**src/rtl/game_timer.sv**
```systemverilog
// Round countdown timer: seconds held as two BCD digits, decremented by a
// prescaler that advances only on enabled cycles. timeOut latches at 00.
module game_timer #(
  parameter int TICKS_PER_SEC = 50000000
) (
  input  logic       clk,
  input  logic       rst,
  input  logic       timerEn,
  input  logic       timerReconfig,
  input  logic [1:0] lettNum,
  output logic       timeOut,
  output logic [3:0] secTens,
  output logic [3:0] secOnes,
  output logic       tickPls,
  output logic [1:0] o_dbg_state
);

  localparam int PW = (TICKS_PER_SEC > 1) ? $clog2(TICKS_PER_SEC) : 1;
  localparam logic [PW-1:0] LP_LAST = PW'(TICKS_PER_SEC - 1);

  typedef enum logic [1:0] {
    ST_READY   = 2'd0,
    ST_RUN     = 2'd1,
    ST_EXPIRED = 2'd2
  } state_t;

  state_t        r_state;
  state_t        w_state_nxt;
  logic [PW-1:0] r_presc;
  logic [PW-1:0] w_presc_nxt;
  logic [3:0]    r_tens;
  logic [3:0]    w_tens_nxt;
  logic [3:0]    r_ones;
  logic [3:0]    w_ones_nxt;
  logic          r_timeout;
  logic          w_timeout_nxt;
  logic          r_tick;
  logic          w_tick_nxt;

  always_ff @(posedge clk) begin
    if (rst) begin
      r_state   <= ST_READY;
      r_presc   <= '0;
      r_tens    <= 4'd6;
      r_ones    <= 4'd0;
      r_timeout <= 1'b0;
      r_tick    <= 1'b0;
    end else begin
      r_state   <= w_state_nxt;
      r_presc   <= w_presc_nxt;
      r_tens    <= w_tens_nxt;
      r_ones    <= w_ones_nxt;
      r_timeout <= w_timeout_nxt;
      r_tick    <= w_tick_nxt;
    end
  end

  // Reload outranks counting; the READY->RUN cycle is itself an enabled cycle.
  always_comb begin
    w_state_nxt   = r_state;
    w_presc_nxt   = r_presc;
    w_tens_nxt    = r_tens;
    w_ones_nxt    = r_ones;
    w_timeout_nxt = r_timeout;
    w_tick_nxt    = 1'b0;
    if (timerReconfig) begin
      w_state_nxt   = ST_READY;
      w_presc_nxt   = '0;
      w_timeout_nxt = 1'b0;
      w_ones_nxt    = 4'd0;
      case (lettNum)
        2'b00:   w_tens_nxt = 4'd6;
        2'b01: begin
          w_tens_nxt = 4'd4;
          w_ones_nxt = 4'd5;
        end
        2'b10:   w_tens_nxt = 4'd3;
        default: w_tens_nxt = 4'd2;
      endcase
    end else if (timerEn && (r_state != ST_EXPIRED)) begin
      w_state_nxt = ST_RUN;
      if (r_presc == LP_LAST) begin
        w_presc_nxt = '0;
        w_tick_nxt  = 1'b1;
        if (r_ones != 4'd0) begin
          w_ones_nxt = r_ones - 4'd1;
        end else begin
          w_ones_nxt = 4'd9;
          w_tens_nxt = r_tens - 4'd1;
        end
        // 01 -> 00 is the final decrement of the round.
        if ((r_tens == 4'd0) && (r_ones == 4'd1)) begin
          w_state_nxt   = ST_EXPIRED;
          w_timeout_nxt = 1'b1;
        end
      end else begin
        w_presc_nxt = r_presc + PW'(1);
      end
    end
  end

  assign timeOut     = r_timeout;
  assign secTens     = r_tens;
  assign secOnes     = r_ones;
  assign tickPls     = r_tick;
  assign o_dbg_state = r_state;

endmodule

```
**config.mk**
```make
export PLATFORM = sky130hd
export DESIGN_NAME = game_timer
export DESIGN_NICKNAME = d
export VERILOG_FILES = /design/src/rtl/game_timer.sv
export SDC_FILE = /design/constraint.sdc
export NUM_CORES = 1
export LEC_CHECK = 0
export ABC_AREA = 1
export CORE_MARGIN = 8
export CORE_UTILIZATION = 40
export DETAILED_ROUTE_END_ITERATION = 7
export PLACE_DENSITY = 0.68
export SLEW_MARGIN = 15
export SYNTH_ARGS = -nofsm -noshare
export SYNTH_HDL_FRONTEND = slang
export SYNTH_SLANG_ARGS = --single-unit
```
**constraint.sdc**
```tcl
create_clock -name clk -period 1.57 [get_ports clk]
set_clock_uncertainty 0.05 [all_clocks]
set_input_delay 0.157 -clock clk [delete_from_list [all_inputs] [get_ports clk]]
set_output_delay 0.157 -clock clk [all_outputs]
set_load 0.02 [all_outputs]
```
After elaboration in Yosys (flattened, before gate mapping)

Cells that the tools add are included.

$add $sub $neg: 3
Bitwise operators: 1
Equality and inequality tests: 6
Multiplexer cells: 14
Reduce and logical (&&, ||, !) cells: 12

Operator list:

| kind                                              | number |
|---|---|
| two-way mux 4 bit                                 | 8 |
| adder 26 x 1 -> 26 bit (second input constant)    | 1 |
| == test 26 bit (second input constant)            | 1 |
| two-way mux 26 bit                                | 1 |
| one-hot mux 3 bit (3 select lines)                | 1 |
| subtractor 4 x 1 -> 4 bit (second input constant) | 2 |
| AND reduction 3 bit                               | 2 |
| == test 4 x 1 -> 1 bit (second input constant)    | 1 |
| logical NOT 4 bit                                 | 1 |
| two-way mux 2 bit                                 | 2 |
| != test 2 bit (second input constant)             | 2 |
| nonzero test 2 bit                                | 2 |
| nonzero test 4 bit                                | 1 |
| two-way mux 3 bit                                 | 1 |
| OR reduction 3 bit                                | 1 |
| == test 2 x 1 -> 1 bit (second input constant)    | 1 |
| == test 2 bit (second input constant)             | 1 |
| logical AND 1 bit                                 | 2 |
| logical NOT 2 bit                                 | 1 |
| AND reduction 2 bit                               | 1 |
| OR reduction 2 bit                                | 1 |
| two-way mux 1 bit                                 | 1 |
| inverter 1 bit                                    | 1 |

Register bits: 38
Bits of input ports: 6
Output and inout bits: 12
Logic and storage cells: 42

Depth between registers and ports, before layout

Depth in word-level cells: 5
Gate-level depth with buffers: 10
Mapped depth without buffers: 10

Worst setup path before layout

OpenSTA, ideal clock, no wires.

Kind: register to register
From: register r_presc[0]
To: register r_state[0] (netlist: o_dbg_state[0])
Cell stages (with the launch flop): 9
Period minus slack after synthesis: 1.427 ns
Slack: 0.143 ns
Data required time: 1.404 ns
Data arrival time: 1.260 ns
Library setup time: 0.116 ns
Path buffers: 0
Cells stage by stage: dfxtp_1 -> ha_1 -> nand3_2 -> nor2_2 -> nand3_1 -> nor2_1 -> nand3_1 -> o211ai_1 -> inv_1

Longest elaborated chain between the ends: 2

RTL lines:

| element                | line | text |
|---|---|---|
| start, declared        | 29   | `logic [PW-1:0] r_presc;` |
| start signal, assigned | 50   | `r_presc <= w_presc_nxt;` |
| == test 26 bit         | 82   | `if (r_presc == LP_LAST) begin` |
| two-way mux 2 bit      | 82   |  |
| end signal, assigned   | 49   | `r_state <= w_state_nxt;` |
| end, declared          | 27   | `state_t r_state;` |

No other way between the ends.
A chain may end at the register's enable or synchronous reset.

Worst setup path after layout

From: register r_ones[3] (netlist: secOnes[3])
To: output secOnes[3]

RTL lines:

| element                | line | text |
|---|---|---|
| start, declared        | 33   | `logic [3:0] r_ones;` |
| start signal, assigned | 52   | `r_ones <= w_ones_nxt;` |
| end, declared          | 13   | `output logic [3:0] secOnes,` |

No word-level cell between the ends.

==> results.yml <==
place:
  io_buffers: 17
  dp_hpwl_mm: 3.74
  placed_cell_area_um2: 2570
  dpl_worst_slack_ps: -77.9
  place_congestion: 0.901
final_layout:
  nets: 367
  layout-drive-gt1-share_pct: 31.7
  design_area_um2: 2880
  fin_util_pct: 56.5
  antenna_cells: 0
  area_growth_pct: 36.7
cts:
  path_clk_slew_ps: 80
  clk_path_buf_depth: 2
  clock_sinks: 38
  cts_buffers: 5
  cts_tree: "yes"
  cts_root_buf: "clkbuf_8"
  clk-insertion-delay-late_ps: 290
  htree_levels: 2
global_route:
  grt_usage_pct: 13.7
  grt_pass1_wl_mm: 8.47
  antenna_found_initial: 0
  grt_pass1_vias: 1896
  grt_max_degree: 13
  overflow: 0
floorplan:
  row_count: 26
  die_w_um: 88.6
  die_y_um: 88.6
  die_area_um2: 7850
  io_pins: 18
  start_util_pct: 41.3
  coreArea_um2: 5110
routing:
  wl_mm: 5.11
  routedWlPerCell_um: 12.0
  ant_nets: 0
  drcViolationCount: 0
  top_layer_used: "met4"
  routed-wl-met3_um: 181
  dr.pass1.iters: 4
  drt_first_iter_violations: 120
  routed-wl-met2_mm: 2.42
  routedLengthMet1_mm: 2.45
  via_per_inst: 4.80
  vias: 2050
job:
  maxCapViolCount: 0
logic_synthesis:
  syn_area_per_cell_um2: 6.99
  synth_nets: 313
  synth_top_family_by_area: "simple AND/OR/NAND/NOR gates"
  ys_ff_latch: 38
  synth.cell_area_um2: 2110
  yosys.area_share.simple_pct: 43.1
  synth.area.mux_share_pct: 0
  synth_xor_area_share_pct: 4.57
  synth-compound-area-share_pct: 6.11
  synth.distinct_cells: 32
  synthAdderAreaFrac_pct: 2.97
  synth-seq-area-share_pct: 36.1
  yosysWarnings: 0
  synthCells: 302
worst_setup_path:
  startpoint: "secOnes[3]"
  crit_path_cell_trace: "clkdlybuf4s50_1"
  path_delay_family: "buffers and inverters"
  r2r_cells: 9
  cpPeakStageDelay_ps: 620
  cp-start-kind: "flip-flop"
  r2r_slack_ps: 90
  arrival_ps: 1290
  crit_required_ps: 1360
  cp-end-kind: "output port"
  crit_path_max_fanout: 4
  reg2reg_from: "r_presc[1]"
  slowest_stage: "clkdlybuf4s50_1"
  path_buf_inv: 1
  crit_type: "reg -> out"
  r2r_end: "r_presc[14]"
power_and_ir_drop:
  p_leak_nw: 1.10
  power.density_nw_per_um2: 706
  p_clk_share_pct: 40.7
  combinationalPowerShare_pct: 10.4
  power.switching_mw: 0.493
  netSwitchingFraction_pct: 24.2
  finalPower_mw: 2.03
  p_int_mw: 1.54
  p_seq_share_pct: 48.9
  peakVddDrop_uv: 559
sta:
  final-setup-viol-count: 0
  period_share_pct: 95.6
  setup_tns_ps: 0
  worst_slack_ps: 69.8
  fmax_ghz: 0.667
  worst_pin_slew_ps: 371
  slew_viol_final: 0
  rsz0062_at_grt: "true"
  slew_headroom_pct: 75.1
  finalHoldViolations: 0
  fin_crit_ps: 1500
outcome:
  status: "completed"
min_path:
  min_to: "timeOut"
  worstHoldPathCells: 2
  hold_path.class: "reg -> reg"
  min_from: "timeOut"
==> Yosys cell counts, drive strengths merged <==
cell type / number / area share (%)
xor2: 4 / 1.7
nor3b: 1 / 0.36
o211ai: 1 / 0.36
nand2: 60 / 12
buf: 2 / 0.77
o21ai: 9 / 2.5
dfxtp: 38 / 36
nand3: 30 / 8.4
or2: 1 / 0.30
nand4: 4 / 1.2
a21oi: 11 / 2.6
xnor2: 7 / 2.9
inv: 35 / 6.2
and3: 1 / 0.30
nor2: 69 / 15
nor3: 20 / 5.7
ha: 5 / 3.0
a21boi: 1 / 0.36
nand3b: 1 / 0.36
a31oi: 1 / 0.30
clkinv: 1 / 0.18
==> metrics by stage <==
stage	hold WS (ps)	std cells
floorplan	256	302
global placement	389	416
detailed placement	408	416
CTS	421	424
global route	454	427
finish	414	427
==> timing repair <==
action / in CTS / in global routing
hold buffers: 0 / 0
endpoints found under the setup margin: 4 / 32
pin swaps: 0 / 13
setup buffers: 0 / 3
resized for setup: 5 / 55
==> cell usage in the layout, fill, tap and decap left out, types with 3 or more instances in the layout <==
cell type	n
nand3_1	22
inv_1	28
nand2_2	10
dfxtp_2	14
o21ai_0	6
clkdlybuf4s50_1	14
clkbuf_8	5
xnor2_1	7
nor3_1	14
nor2_4	11
buf_4	31
dfxtp_1	24
nor2_1	49
nand3_2	5
nand4_1	4
nor2_2	9
nor3_2	5
a21oi_1	11
nand2_1	46
inv_2	5
nand2_4	3
ha_1	4
nand3_4	3
xor2_1	4
==> per-layer routing <==
layer / vias to the layer above / track usage [%]
met1: 933 / 17.3
met4: 0 / 4.61
met3: 5 / 3.44
li1: 1077 / -
met5: - / 0
met2: 35 / 21.8
==> power by group through the flow <==
stage | logic (mW) | registers (mW) | clock network, mW
floorplan | 0.102 | 1.03 | 0
global placement | 0.200 | 1.02 | 0
detailed placement | 0.201 | 1.02 | 0
CTS | 0.199 | 0.994 | 0.848
global route | 0.235 | 0.998 | 0.884
finish | 0.212 | 0.995 | 0.828
==> kinds of logic after synthesis <==
kind of cell,Yosys count
fa+ha+maj,5
simple gates,187
compound gates,23
xor+xnor,11
flops,38
buf+inv,38
==> state kept, by name, indices dropped and copies added, names as in the netlist <==
signal,count
o_dbg_state,2
r_presc,26
secOnes,4
secTens,4
tickPls,1
timeOut,1
==> how the worst max path moves through the flow <==
stage | endpoint | slack, ps | depth (start not counted)
6_report | secOnes[3] | 70 | 1
5_1_grt | r_presc[24] | -30 | 8
4_1_cts | r_presc[14] | 4 | 9
3_5_place_dp | r_presc[23] | -80 | 7
3_3_place_gp | r_presc[23] | -60 | 7
2_1_floorplan | o_dbg_state[0] | 140 | 8
==> layout make-up <==
| type | count | area [um^2] |
|---|---|---|
| clock inverters | 3 | 40.0 |
| repair buffers | 49 | 414 |
| multi-input cells | 226 | 1360 |
| clock buffers | 5 | 68.8 |
| flip-flops and latches | 38 | 778 |
| inverters | 36 | 140 |
| fillers | 497 | 2220 |
| well taps | 70 | 87.6 |
Note: power is estimated with default switching activity, not from simulation.
